$ cat config.mk
export PLATFORM = sky130hd
export DESIGN_NAME = calculate_exp_sigma
export DESIGN_NICKNAME = d
export VERILOG_FILES = /design/src/rtl/calculate_exp_sigma.sv
export SDC_FILE = /design/constraint.sdc
export NUM_CORES = 2
export LEC_CHECK = 0
export ABC_CLOCK_PERIOD_IN_PS = 23100
export BUFFER_PORTS_ARGS = -buffer_cell sky130_fd_sc_hd__buf_2
export CORE_MARGIN = 4
export CORE_UTILIZATION = 55
export CTS_BUF_LIST = sky130_fd_sc_hd__clkbuf_4 sky130_fd_sc_hd__clkbuf_8 sky130_fd_sc_hd__clkbuf_16
export CTS_CLUSTER_SIZE = 12
export DETAILED_ROUTE_END_ITERATION = 8
export MAX_ROUTING_LAYER = met4
export PLACE_DENSITY_LB_ADDON = 0.05
export SLEW_MARGIN = 20
export SYNTH_ARGS = -nofsm -noshare
export SYNTH_HDL_FRONTEND = slang
export SYNTH_SLANG_ARGS = --single-unit
export TNS_END_PERCENT = 20
$ cat constraint.sdc
create_clock -name CLK -period 23.1 [get_ports CLK]
set_input_delay 6.93 -clock CLK [delete_from_list [all_inputs] [get_ports CLK]]
set_output_delay 6.93 -clock CLK [all_outputs]
set_load 0.01 [all_outputs]
$ cat src/rtl/calculate_exp_sigma.sv
// calculate_exp_sigma
//
// Fills a 1024-entry exponential look-up table. On a start request it evaluates
// r = exp(-sigma) in Q1.17 fixed point with a short Horner chain (one multiply
// per cycle), then streams E[k] = r^k for k = 0..1023 as address/data pairs,
// one pair per cycle, and finishes with a one-cycle oDone pulse.
//
// Ports
//   CLK     in   1   clock, all state updates on the rising edge
//   RST     in   1   asynchronous active-high reset
//   iSigma  in   18  sigma, unsigned Q2.16, sampled only on the accepted start edge
//   iStart  in   1   start request, level-sampled while idle
//   oData   out  18  table value E[oAddr], unsigned Q1.17 (1.0 = 131072)
//   oAddr   out  10  table address
//   oDone   out  1   registered one-cycle pulse after the last entry
module calculate_exp_sigma (
  input  logic        CLK,
  input  logic        RST,
  input  logic [17:0] iSigma,
  input  logic        iStart,
  output logic [17:0] oData,
  output logic [9:0]  oAddr,
  output logic        oDone
);

  typedef enum logic [2:0] {
    IDLE  = 3'd0,
    C1    = 3'd1,
    C2    = 3'd2,
    C3    = 3'd3,
    C4    = 3'd4,
    WRITE = 3'd5,
    DONE  = 3'd6
  } stateT;

  localparam logic [17:0] ONE       = 18'd131072;
  // 1/3 in Q1.17, the innermost Horner coefficient
  localparam logic [17:0] ONE_THIRD = 18'd43691;
  localparam logic [9:0]  LAST_ADDR = 10'd1023;

  stateT       state, nextState;
  logic [17:0] x, a, h3, h2, r;
  logic [17:0] xNext, aNext, h3Next, h2Next, rNext;
  logic [17:0] dataNext;
  logic [9:0]  addrNext;
  logic        doneNext;

  // Unsigned Q1.17 multiply: full 36-bit product, truncated back to 18 bits.
  function automatic logic [17:0] mulQ(input logic [17:0] opA, input logic [17:0] opB);
    logic [35:0] product;
    product = {18'd0, opA} * {18'd0, opB};
    return 18'(product >> 17);
  endfunction

  // State and datapath registers; reset clears everything so an aborted run
  // leaves no trace and never produces a done pulse.
  always_ff @(posedge CLK or posedge RST) begin
    if (RST) begin
      state <= IDLE;
      x     <= '0;
      a     <= '0;
      h3    <= '0;
      h2    <= '0;
      r     <= '0;
      oData <= '0;
      oAddr <= '0;
      oDone <= 1'b0;
    end else begin
      state <= nextState;
      x     <= xNext;
      a     <= aNext;
      h3    <= h3Next;
      h2    <= h2Next;
      r     <= rNext;
      oData <= dataNext;
      oAddr <= addrNext;
      oDone <= doneNext;
    end
  end

  // Sequencing: four Horner cycles, then one table entry per cycle until the
  // last address, then a single DONE cycle before accepting another start.
  always_comb begin
    nextState = state;
    unique case (state)
      IDLE:    if (iStart) nextState = C1;
      C1:      nextState = C2;
      C2:      nextState = C3;
      C3:      nextState = C4;
      C4:      nextState = WRITE;
      WRITE:   if (oAddr == LAST_ADDR) nextState = DONE;
      DONE:    nextState = IDLE;
      default: nextState = IDLE;
    endcase
  end

  // Datapath next values. exp(-x) ~ 1 - x(1 - x/2(1 - x/3(1 - x/4))), evaluated
  // from the inside out. Outside the active states everything holds, so the
  // final address/data pair stays visible until the next run starts.
  always_comb begin
    xNext    = x;
    aNext    = a;
    h3Next   = h3;
    h2Next   = h2;
    rNext    = r;
    dataNext = oData;
    addrNext = oAddr;
    doneNext = 1'b0;
    unique case (state)
      IDLE: begin
        if (iStart) begin
          // Q2.16 -> Q1.17 is a left shift; sigma >= 1.0 saturates just below 1.0
          xNext = (iSigma < 18'd65536) ? {iSigma[15:0], 1'b0} : 18'h1FFFE;
        end
      end
      C1: aNext  = mulQ(x, ONE - (x >> 2));
      C2: h3Next = ONE - mulQ(a, ONE_THIRD);
      C3: h2Next = ONE - (mulQ(x, h3) >> 1);
      C4: begin
        rNext    = ONE - mulQ(x, h2);
        addrNext = '0;
        dataNext = ONE;
      end
      WRITE: begin
        if (oAddr == LAST_ADDR) begin
          doneNext = 1'b1;
        end else begin
          addrNext = oAddr + 10'd1;
          dataNext = mulQ(oData, r);
        end
      end
      DONE:    ;
      default: ;
    endcase
  end

endmodule

* After elaboration in Yosys (flattened, before gate mapping) *
Cells that the tools add are included.
Widths: inputs -> output; s select.

storage, ports and cells
  register bits = 122
  bits of input ports = 21
  output and inout bits = 29
  logic and storage cells = 44

cells by class
  add/sub/neg operators = 5
  multipliers = 5
  magnitude comparators = 1
  eq/ne operators = 9
  mux-type cells = 10
  reductions and logical operators = 5

operators with widths
  kind                    number
  $mul 18x18->35          4
  $pmux 18 s2             1
  $sub 18x17->18 const A  2
  $mul 18x16->34 const B  1
  $pmux 10 s2             1
  $lt 18x17->1 const B    1
  $mux 18                 1
  $pmux 3 s6              1
  $sub 18x16->18 const A  1
  $sub 18x18->18 const A  1
  $mux 17                 1
  $add 10x1->10 const B   1
  $eq 10x10->1 const B    1
  $mux 10                 1
  $eq 3x2->1 const B      2
  $eq 3x3->1 const B      2
  $mux 3                  2
  $ne 2x2->1 const B      3
  $reduce_and 2->1        3
  $eq 3x1->1 const B      1
  $logic_not 3->1         1
  $mux 1                  2
  $reduce_bool 2->1       1

* Longest topological paths before layout *
  depth after elaboration = 3
  gate-level depth with buffers = 32
  mapped depth without buffers = 30

* Worst setup path before layout *
OpenSTA, ideal clock, no wires.

  kind = input-to-reg
  from = input port iStart
  to = register x[5]
  setup time = 77 ps
  arrival time = 7,791 ps
  required time = 23,023 ps
  setup slack = 15,231 ps
  stages = 4
  path buffers = 1
  cells stage by stage = nor4b_1 clkbuf_1 nor2_1 a21oi_1

between the ends
  word-level cells in the longest chain between the ends = 1

RTL lines
  item                               RTL line  RTL
  start, declared                    20        input logic iStart,
  $reduce_and 2->1 (no source line)  n/a
  end signal, assigned               70        x <= xNext;
  end, declared                      42        logic [17:0] x, a, h3, h2, r;

No other way between the ends.
A chain may end at the register's enable or synchronous reset.

* Worst setup path after layout *
  from = register oData[0]
  to = output port oData[0]

RTL lines
  item                    RTL line  RTL
  start, declared         21        output logic [17:0] oData,
  start signal, assigned  75        oData <= dataNext;

No word-level cell between the ends.

==> metrics.txt <==
# TYPE chip_impl_metric gauge
chip_impl_info{name="run_status",value="complete, no violations"} 1
chip_impl_metric{name="routed_antenna_nets",unit=""} 0
chip_impl_metric{name="die_height",unit="microns"} 303.8
chip_impl_metric{name="period_minus_slack",unit="ns"} 8.486
chip_impl_info{name="r2r-end",value="a[17]"} 1
chip_impl_metric{name="yosysWarnings",unit=""} 0
chip_impl_metric{name="effective_utilization_at_floorplan",unit=""} 0.5548
chip_impl_metric{name="number_of_i_o_port_buffers",unit=""} 49
chip_impl_metric{name="cts_setup_buffers",unit=""} 0
chip_impl_metric{name="drc",unit=""} 0
chip_impl_info{name="path_class",value="register to primary output"} 1
chip_impl_metric{name="yosys_register_bits",unit=""} 120
chip_impl_info{name="worst_r2r_startpoint",value="x[5]"} 1
chip_impl_metric{name="worstPathBufferInverterCount",unit=""} 1
chip_impl_metric{name="place.detailed.hpwl",unit="microns"} 93080
chip_impl_metric{name="grt_first_pass_wirelength",unit="microns"} 194000
chip_impl_metric{name="maxCapViolations",unit=""} 0
chip_impl_metric{name="cts_hold_repair.buffers",unit=""} 0
chip_impl_info{name="timing.hold.worst.class",value="register to register"} 1
chip_impl_metric{name="post_route_cells_drive_above_1_share",unit=""} 0.03547
chip_impl_info{name="ys_dominant_reg_cell",value="sky130_fd_sc_hd__dfrtp_1"} 1
chip_impl_metric{name="die_w",unit="microns"} 303.8
chip_impl_metric{name="finalWeightedCongestion",unit=""} 0.8682
chip_impl_metric{name="wire_per_inst",unit="microns"} 18.02
chip_impl_metric{name="path_depth",unit=""} 1
chip_impl_metric{name="worstPathArrival",unit="ns"} 1.56
chip_impl_metric{name="clk_pin_slew_worst_paths",unit="ns"} 0.06
chip_impl_metric{name="async_set_or_reset_flop_fraction_in_the_synthesized_netlist",unit=""} 1.000
chip_impl_metric{name="max_clock_freq",unit="MHz"} 117.8
chip_impl_info{name="timing.critical_path.slowest_stage_cell",value="sky130_fd_sc_hd__dfrtp_1"} 1
chip_impl_info{name="setup.worst_path.end",value="oData[0]"} 1
chip_impl_metric{name="fp-row-count",unit=""} 108
chip_impl_metric{name="nets",unit=""} 6897
chip_impl_metric{name="post_synthesis_mean_instance_area",unit="sq um"} 8.868
chip_impl_metric{name="setup_tns_after_final_layout",unit="ns"} 0
chip_impl_metric{name="worst-r2r-setup-slack",unit="ns"} 14.75
chip_impl_metric{name="cts_resized",unit=""} 0
chip_impl_metric{name="fp.coreArea",unit="sq um"} 86750
chip_impl_metric{name="min_period_over_period",unit=""} 0.3673
chip_impl_info{name="crit_path_end_kind",value="primary output"} 1
chip_impl_metric{name="syn_inst",unit=""} 5427
chip_impl_metric{name="hold_violations",unit=""} 0
chip_impl_info{name="family_with_the_most_delay_on_the_worst_path",value="flip-flops"} 1
chip_impl_metric{name="first_global_vias",unit=""} 36685
chip_impl_metric{name="grt_max_degree",unit=""} 69
chip_impl_metric{name="max-slew-margin-rel",unit=""} 0.3289
chip_impl_metric{name="report.final.slew_viol_count",unit=""} 0
chip_impl_metric{name="seq_area_frac_synth",unit=""} 0.06239
chip_impl_metric{name="viasPerCell",unit=""} 5.313
chip_impl_metric{name="synth_edf_count",unit=""} 0
chip_impl_metric{name="clock-sinks",unit=""} 120
chip_impl_metric{name="detailedRoute.firstIterationViolations",unit=""} 1618
chip_impl_metric{name="cts_made_buffers",unit=""} 17
chip_impl_metric{name="cp_slowest_stage_delay",unit="ns"} 0.84
chip_impl_metric{name="globalRouteOverflowTotal",unit=""} 0
chip_impl_metric{name="mappedNetlistArea",unit="sq um"} 48130
chip_impl_info{name="timing.critical_path.from",value="oData[0]"} 1
chip_impl_metric{name="detailroute.via_count",unit=""} 34309
chip_impl_metric{name="post-route-util",unit=""} 0.5753
chip_impl_info{name="layout.cells.most_common_list",value="1280 x sky130_fd_sc_hd__inv_1, 1014 x sky130_fd_sc_hd__fa_1, 729 x sky130_fd_sc_hd__nand2_1"} 1
chip_impl_metric{name="area_growth",unit="%"} 3.702
chip_impl_metric{name="fill_cell_instance_count_of_the_final_layout",unit=""} 8062
chip_impl_metric{name="synthDistinctLibCells",unit=""} 85
chip_impl_info{name="most_frequent_standard_cell_in_the_layout_excluding_fill_and_tap_cells",value="sky130_fd_sc_hd__inv_1"} 1
chip_impl_metric{name="pin_count",unit=""} 50
chip_impl_metric{name="worst_r2r_path_depth",unit=""} 25
chip_impl_info{name="cp-start-kind",value="register"} 1
chip_impl_metric{name="max-clock-path-buffers",unit=""} 2
chip_impl_metric{name="timing.critical_path.fanout_max",unit=""} 19
chip_impl_metric{name="drt-total-wl",unit="microns"} 116400
chip_impl_metric{name="antenna_found_initial",unit=""} 2
chip_impl_metric{name="cts_max_level",unit=""} 4
chip_impl_metric{name="clock_latency",unit="ns"} 0.46
chip_impl_metric{name="hold-path-cell-count",unit=""} 2
chip_impl_info{name="cts_tree",value="yes"} 1
chip_impl_info{name="setup_repair_after_global_routing_missed_its_margin",value="no"} 1
chip_impl_metric{name="track_usage",unit=""} 0.2687
chip_impl_info{name="ctsRootBufferMaster",value="sky130_fd_sc_hd__clkbuf_16"} 1
chip_impl_info{name="timing.critical_path.cells",value="buf_2"} 1
chip_impl_metric{name="first_pass_iters",unit=""} 5
chip_impl_metric{name="cp.required",unit="ns"} 16.17
chip_impl_metric{name="floorplan.die_area",unit="sq um"} 92300
chip_impl_metric{name="actual_slew_at_the_worst_max_slew_pin",unit="ns"} 1.007
chip_impl_metric{name="skew",unit="ns"} 0.01420
chip_impl_metric{name="setup-violations-final",unit=""} 0
cell families (layout without fill, tap and decap cells):
family,after synthesis,after routing,share of synthesized area
AOI/OAI and AO/OA,426,426,0.05532
xor gates and xnor gates,125,125,0.02275
adders and majority gates,1588,1588,0.5710
buffers and inverters,1552,1413,0.1211
DFF,120,120,0.06239
muxes,13,13,0.002886
other,2,16,0.0001560
and+or+nand+nor,1601,1601,0.1644
per-stage QoR:
stage	area (sq um)	hold slack (ns)	cells	setup slack [ns]
5_1_grt	49910	0.6030	6456	14.29
6_report	49910	0.5561	6457	14.61
2_1_floorplan	48180	0.5001	5440	12.98
3_5_place_dp	49240	0.5380	6424	14.67
3_3_place_gp	49240	0.5247	6424	14.69
4_1_cts	49900	0.5534	6456	14.58
worst min-delay path by stage:
stage | from | endpoint
floorplan | state[2] | state[1]
global placement | oAddr[0] | oAddr[0]
detailed placement | oAddr[1] | oAddr[1]
CTS | oAddr[1] | oAddr[1]
global route | oAddr[9] | oAddr[9]
finish | oAddr[1] | oAddr[1]
Yosys cell counts (10+ instances only):
library cell,n,area share
sky130_fd_sc_hd__nor3_1,27,0.0028
sky130_fd_sc_hd__a31oi_1,12,0.0016
sky130_fd_sc_hd__nor4_1,17,0.0022
sky130_fd_sc_hd__and4_1,10,0.0018
sky130_fd_sc_hd__o21bai_1,13,0.0020
sky130_fd_sc_hd__o21a_1,17,0.0027
sky130_fd_sc_hd__nand3_1,57,0.0059
sky130_fd_sc_hd__and2_1,353,0.046
sky130_fd_sc_hd__buf_1,19,0.0015
sky130_fd_sc_hd__nand2_1,730,0.057
sky130_fd_sc_hd__nand4_1,18,0.0023
sky130_fd_sc_hd__xnor2_1,74,0.013
sky130_fd_sc_hd__a21o_1,23,0.0036
sky130_fd_sc_hd__o21ai_0,143,0.015
sky130_fd_sc_hd__inv_1,1281,0.10
sky130_fd_sc_hd__dfrtp_1,120,0.062
sky130_fd_sc_hd__nor2_1,131,0.010
sky130_fd_sc_hd__o31ai_1,11,0.0017
sky130_fd_sc_hd__a21oi_1,102,0.011
sky130_fd_sc_hd__fa_1,1014,0.42
sky130_fd_sc_hd__nor2b_1,39,0.0051
sky130_fd_sc_hd__a211oi_1,14,0.0022
sky130_fd_sc_hd__and3_1,26,0.0034
sky130_fd_sc_hd__o211ai_1,15,0.0023
sky130_fd_sc_hd__ha_1,574,0.15
sky130_fd_sc_hd__or3_1,11,0.0014
sky130_fd_sc_hd__xor2_1,51,0.0093
sky130_fd_sc_hd__clkbuf_1,247,0.019
sky130_fd_sc_hd__nand2b_1,130,0.017
metal layers:
| metal | track usage | vias up | share of wire |
|---|---|---|---|
| li1 | - | 15966 | - |
| met5 | - | - | 0 |
| met2 | 0.4502 | 666 | 0.49 |
| met4 | 0.06735 | 0 | 0.026 |
| met1 | 0.3545 | 17530 | 0.44 |
| met3 | 0.02756 | 147 | 0.040 |
flip-flops by register name, indices dropped and copies added, names as in the netlist, 3 cells and up:
register,flops
oAddr,10
x,16
h2,18
a,18
oData,18
h3,18
state,3
r,18
layout make-up:
cell class                      instances  area, sq um  area share
Multi-Input combinational cell       3768        39360      0.7885
Sequential cell                       120         3019     0.06049
Clock buffer                           21        467.9    0.009376
Tap cell                             1155         1445     0.02896
Clock inverter                         11        192.7    0.003861
Antenna cell                            1        2.502  0.00005014
Inverter                             1285         4828     0.09674
Timing Repair Buffer                   96        598.1     0.01198
Power is left out: the tool's default activity adds up to more than one toggle a clock period on the data nets, which glitch-free logic cannot reach.
